===== config.mk =====
export PLATFORM = sky130hd
export DESIGN_NAME = seg_shift_rx
export DESIGN_NICKNAME = d
export VERILOG_FILES = /design/src/rtl/seg_rx_pkg.sv /design/src/rtl/sig_sync_edge.sv /design/src/rtl/seg_shift_rx.sv
export SDC_FILE = /design/constraint.sdc
export NUM_CORES = 1
export LEC_CHECK = 0
export ABC_AREA = 1
export CAP_MARGIN = 15
export CORE_ASPECT_RATIO = 0.8
export CORE_MARGIN = 4
export CORE_UTILIZATION = 55
export DETAILED_ROUTE_END_ITERATION = 16
export DONT_BUFFER_PORTS = 1
export GPL_ROUTABILITY_DRIVEN = 0
export GPL_TIMING_DRIVEN = 0
export PLACE_DENSITY = 0.76
export SETUP_SLACK_MARGIN = 0.02
export SYNTH_ARGS = -nofsm -noshare
export SYNTH_HDL_FRONTEND = slang
export SYNTH_SLANG_ARGS = --single-unit

===== constraint.sdc =====
create_clock -name clk -period 3.2 [get_ports clk]
set_input_delay 0.64 -clock clk [delete_from_list [all_inputs] [get_ports clk]]
set_output_delay 0.64 -clock clk [all_outputs]
set_load 0.1 [all_outputs]

===== src/rtl/seg_rx_pkg.sv =====
// Shared constants and types for the serial display-frame receiver.
package seg_rx_pkg;
  localparam int FRAME_BITS_DEF = 64;
  localparam int CNT_SAT_DEF    = FRAME_BITS_DEF + 1;

  typedef logic [FRAME_BITS_DEF-1:0] frame_t;

  // The bit counter stops one past a full frame so that "too long" stays distinguishable.
  function automatic int cnt_sat(input int frame_bits);
    return frame_bits + 1;
  endfunction
endpackage


===== src/rtl/sig_sync_edge.sv =====
// Two-flop synchronizer, optional glitch filter and rising-edge detect for one input.
// Filter enabled by defining SEG_SHIFT_RX_GLITCH_FILTER_EN.
module sig_sync_edge (
  input  logic clk,
  input  logic rst,
  input  logic din,
  output logic sig,
  output logic rise
);
  logic [1:0] sync_q, sync_d;
  logic       hist_q, hist_d;

`ifdef SEG_SHIFT_RX_GLITCH_FILTER_EN
  logic [1:0] filt_q, filt_d;

  // The filtered level only moves once three consecutive synced samples agree.
  always_comb begin
    filt_d = {filt_q[0], sync_q[1]};
    sig    = hist_q;
    if ((sync_q[1] == filt_q[0]) && (sync_q[1] == filt_q[1])) sig = sync_q[1];
  end

  always_ff @(posedge clk) begin
    if (rst) filt_q <= '0;
    else     filt_q <= filt_d;
  end
`else
  always_comb sig = sync_q[1];
`endif

  always_comb begin
    sync_d = {sync_q[0], din};
    hist_d = sig;
    rise   = sig & ~hist_q;
  end

  always_ff @(posedge clk) begin
    if (rst) begin
      sync_q <= '0;
      hist_q <= 1'b0;
    end else begin
      sync_q <= sync_d;
      hist_q <= hist_d;
    end
  end
endmodule


===== src/rtl/seg_shift_rx.sv =====
// Captures MSB-first serial display frames clocked by seg_clk and latched by seg_en.
// Optional input glitch filter: define SEG_SHIFT_RX_GLITCH_FILTER_EN.
module seg_shift_rx
  import seg_rx_pkg::*;
#(
  parameter int FRAME_BITS = FRAME_BITS_DEF,
  parameter int CNT_W      = 8
) (
  input  logic                  clk,
  input  logic                  rst,
  input  logic                  seg_clk,
  input  logic                  seg_do,
  input  logic                  seg_en,
  output logic [FRAME_BITS-1:0] frame_data,
  output logic                  frame_valid,
  input  logic                  frame_ready,
  output logic                  len_err,
  output logic                  overrun
);
  localparam logic [CNT_W-1:0] CNT_SAT = CNT_W'(cnt_sat(FRAME_BITS));
  localparam logic [CNT_W-1:0] CNT_FULL = CNT_W'(FRAME_BITS);

  logic clk_rise, en_rise, do_sig, clk_sig_unused, en_sig_unused;

  sig_sync_edge u_clk_sync (.clk(clk), .rst(rst), .din(seg_clk), .sig(clk_sig_unused), .rise(clk_rise));
  sig_sync_edge u_do_sync  (.clk(clk), .rst(rst), .din(seg_do),  .sig(do_sig),         .rise());
  sig_sync_edge u_en_sync  (.clk(clk), .rst(rst), .din(seg_en),  .sig(en_sig_unused),  .rise(en_rise));

  logic [FRAME_BITS-1:0] shift_q, shift_d, data_q, data_d;
  logic [CNT_W-1:0]      bit_cnt_q, bit_cnt_d;
  logic                  valid_q, valid_d, len_err_q, len_err_d, overrun_q, overrun_d;

  always_comb begin
    shift_d   = shift_q;
    bit_cnt_d = bit_cnt_q;
    data_d    = data_q;
    valid_d   = valid_q;
    len_err_d = len_err_q;
    overrun_d = overrun_q;
    if (clk_rise) begin
      shift_d = {shift_q[FRAME_BITS-2:0], do_sig};
      if (bit_cnt_q != CNT_SAT) bit_cnt_d = bit_cnt_q + 1'b1;
    end
    if (valid_q && frame_ready) valid_d = 1'b0;
    // A latch sees the shift from the same cycle, and wins over a simultaneous accept.
    if (en_rise) begin
      data_d    = shift_d;
      len_err_d = (bit_cnt_d != CNT_FULL);
      valid_d   = 1'b1;
      if (valid_q && !frame_ready) overrun_d = 1'b1;
      bit_cnt_d = '0;
    end
  end

  always_ff @(posedge clk) begin
    if (rst) begin
      shift_q   <= '0;
      bit_cnt_q <= '0;
      data_q    <= '0;
      valid_q   <= 1'b0;
      len_err_q <= 1'b0;
      overrun_q <= 1'b0;
    end else begin
      shift_q   <= shift_d;
      bit_cnt_q <= bit_cnt_d;
      data_q    <= data_d;
      valid_q   <= valid_d;
      len_err_q <= len_err_d;
      overrun_q <= overrun_d;
    end
  end

  assign frame_data  = data_q;
  assign frame_valid = valid_q;
  assign len_err     = len_err_q;
  assign overrun     = overrun_q;
endmodule


* Yosys cells after proc, flatten, opt, wreduce, memory -nomap -nowiden
Cells that the tools add are included.
** Storage, ports and cells
- Input port bits :: 6
- Output and inout bits :: 67
- Register bits after elaboration :: 147
- Logic and storage cells :: 29
** Cells by class
- Add/subtract/negate cells :: 1
- Equality and inequality tests :: 2
- Reduce and logical (&&, ||, !) cells :: 6
- Bitwise gates (word level) :: 4
- Multiplexer cells :: 5
** Operator list (count)
- $mux 64 :: 1
- $mux 8 :: 2
- $ne 8x7->1 const B :: 2
- $add 8x1->8 const B :: 1
- $and 1x1->1 :: 2
- $logic_and 1x1->1 :: 2
- $mux 1 :: 2
- $not 1->1 :: 2
- $reduce_and 2->1 :: 1
- $reduce_bool 2->1 :: 1
- $reduce_or 2->1 :: 1
- $logic_not 1->1 :: 1

* Logic depth before layout (Yosys ltp)
- Word-level depth :: 4
- Depth in mapped cells :: 11
- Depth with buffers taken out :: 11

* Hierarchy
Synthesis repeated with hierarchy kept, for this count alone.
** Second synthesis, totals
- Cell total of the unflattened synthesis :: 546
- Area total of the unflattened synthesis :: 5086.1 um^2
** By module, submodules not included
- seg_shift_rx :: times used 1, seq. area each 2782.7 um^2, cells each 516, area each 4827.1 um^2
- sig_sync_edge :: times used 3, seq. area each 60.1 um^2, cells each 10, area each 86.3 um^2

* Worst setup path after synthesis
Ideal clock, no wire load.
- Path kind :: reg-to-output
- Start point :: register valid_q (netlist: frame_valid)
- End point :: output frame_valid
- Cell stages (with the launch flop) :: 1
- Path buffers :: 0
- Data required time :: 2.560 ns
- Arrival time :: 0.941 ns
- Slack :: 1.619 ns
- Path through :: dfxtp_1
** RTL lines
- start: declaration :: line seg_shift_rx.sv:31 : logic valid_q, valid_d, len_err_q, len_err_d, overrun_q, overrun_d;
- start signal: assignment :: line seg_shift_rx.sv:67 : valid_q <= valid_d;
- end: declaration :: line seg_shift_rx.sv:15 : output logic frame_valid,
No word-level cell between the ends.

* Final worst setup path
- Start point :: register valid_q (netlist: frame_valid)
- End point :: output frame_valid
No word-level cell between the ends.

==> reports/metrics.cfg <==
[outcome]
outcome = complete, no violations

[pwr]
intPower_mw = 3.18
p_per_area_nw_per_um2 = 755
pwr-share-comb = 0.058
p_leak_nw = 2.50
ir_worst_vdd_mv = 0.390
total_power_mw = 4.56
clockPowerShare = 0.435
power_frac_seq = 0.507
switchingPower_mw = 1.38
p_sw_frac = 0.303

[clock_tree]
clockBufferDepth = 2
clk_latency_ns = 0.41
cts_tree = built
postCtsHoldBufs = 0
clkSlewWorstSetupHoldPaths_ns = 0.06
htree_num_levels = 4
post_cts_resized = 0
clockRootBuffer = clkbuf_16
cts.sinks = 147
cts_buffers = 17
postCtsSetupBuffers = 0

[routing]
ant_nets = 0
routed_wl_um = 11800
drcViolationCount = 0
firstDrtPassIters = 5
drt-initial-drc-count = 251
wl_per_cell_um = 14.8
vias_per_cell = 5.29
dr_total_vias = 4207

[worst_setup_path]
regToRegEndpoint = len_err
criticalPathCategory = flop to primary output
worstSetupPathDepth = 0
startpoint = frame_valid
end_kind = primary output
cp-endpoint = frame_valid
worstPathArrival_ns = 1.42
critPathMaxFanout = 3
crit_required_ns = 2.56
crit-reg2reg-launch = bit_cnt_q[0]
startpoint_type = flop
reg2reg_slack_ns = 1.61
r2r_cells = 10

[sta]
drv_slew = 0
worst_clock_skew_ns = 0.00951
fmax_mhz = 485
finalCriticalPeriod_ns = 2.06
fin_crit_sh = 0.644
whs_ns = 0.333
hold_violations = 0
finalSetupTns_ns = 0
worstMarginPinSlew_ns = 1.05
max-slew-margin-rel = 0.301
rsz0062_at_grt = no
setup_violations = 0

[hold_path]
hold_path.class = primary input to flop
whs_path_depth = 2

[logic_synthesis]
syn_area_per_cell_um2 = 8.19
synth_top_cell_area_share = 0.555
synthTopCellsByArea = dfxtp_1, nor2_1, a211oi_1, nand2_1, inv_1
seq_area_frac_synth = 0.555
syn-cell-area_um2 = 5310
syn-num-nets = 656
postSynthCellCount = 648
ys_warn_count = 0
ys_seq_elements = 147
yosysTopAreaCell = dfxtp_1
synth_cell_types = 23

[place]
place_area_um2 = 5450
dp_hpwl_um = 8060
numPortBuffers = 0

[final_layout]
synthToLayoutAreaGrowth_pct = 13.9
num_antenna_cells = 0
fillCellCount = 736
regArea_um2 = 2940
multi_input_area_um2 = 1910
final_core_util = 0.655
final_cell_area_um2 = 6040
layout_common_cells = nor2_1, dfxtp_1, nand2_1
layout_commonest_cell = nor2_1
nNetsFinal = 675
final_layout_size_suffix_gt1_frac = 0.116

[global_route]
grt_pass1_wl_um = 20100
grt-ovfl-total = 0
antenna_found_initial = 0
grtUsageTotal = 0.221
grt_pass1_vias = 4315
grt_max_degree = 17

[flow_run]
drv_cap = 0

[floorplanning]
die-area_um2 = 11300
start_util = 0.575
dieWidth_um = 118
core_area_um2 = 9230
fp.dieH_um = 95.8
ios = 73
rows = 31

-- cells in the mapped netlist, drive strengths merged --
master / instances
nor3: 22
nand2: 68
a21oi: 23
nand3: 7
a211oi: 42
dfxtp: 147
mux2i: 2
clkbuf: 11
nand4: 3
o21ai: 44
inv: 66
nor2: 178
ha: 2
a31oi: 1
xor2: 1
buf: 31
-- logic make-up after synthesis --
kind of cell | share of synthesized area
flops | 0.555
compound gates | 0.124
buf+inv | 0.0851
mux | 0.00377
simple gates | 0.226
fa+ha+maj | 0.00472
xor+xnor | 0.00165
-- power groups by stage --
stage	sequential (mW)	combinational (mW)	clock (mW)
after CTS	2.31	0.266	2.01
final	2.31	0.266	1.99
after global placement	2.35	0.250	0
after detailed placement	2.35	0.263	0
after floorplan	2.33	0.206	0
after global routing	2.32	0.308	2.11
-- registers in the layout (all words and copies together) (netlist names) --
signal	cells
u_en_sync.hist_q	1
len_err	1
u_do_sync.sync_q	2
bit_cnt_q	8
frame_data	64
u_clk_sync.sync_q	2
u_en_sync.sync_q	2
shift_q	64
u_clk_sync.hist_q	1
frame_valid	1
overrun	1
-- stage by stage --
stage | setup WS [ns] | cells
2_1_floorplan | 1.62 | 648
3_3_place_gp | 1.37 | 763
3_5_place_dp | 1.31 | 763
4_1_cts | 1.13 | 795
5_1_grt | 1.10 | 795
6_report | 1.14 | 795
-- per-layer routing --
metal  GRT usage  vias up  share of wire  wire length, um
met1       0.255     1966           0.43             5080
met5           0        -              0                0
met4      0.0810        0          0.015              172
met2       0.376      117           0.48             5640
met3      0.0905       14          0.078              916
li1            -     2110              -                -
-- how the worst min path moves through the flow --
stage                          from                   end
2_1_floorplan  u_clk_sync.sync_q[0]  u_clk_sync.sync_q[1]
3_3_place_gp   u_clk_sync.sync_q[0]  u_clk_sync.sync_q[1]
3_5_place_dp    u_en_sync.sync_q[0]   u_en_sync.sync_q[1]
4_1_cts                     seg_clk  u_clk_sync.sync_q[0]
5_1_grt                     seg_clk  u_clk_sync.sync_q[0]
6_report                    seg_clk  u_clk_sync.sync_q[0]
-- final cells by class --
class                   count  area share
clock inverters            15      0.0282
multi-input cells         393       0.316
clock buffers              17      0.0704
flip-flops and latches    147       0.487
well taps                 115      0.0238
plain buffers              42      0.0337
inverters                  66      0.0410
(Power assumes the default switching activity.)
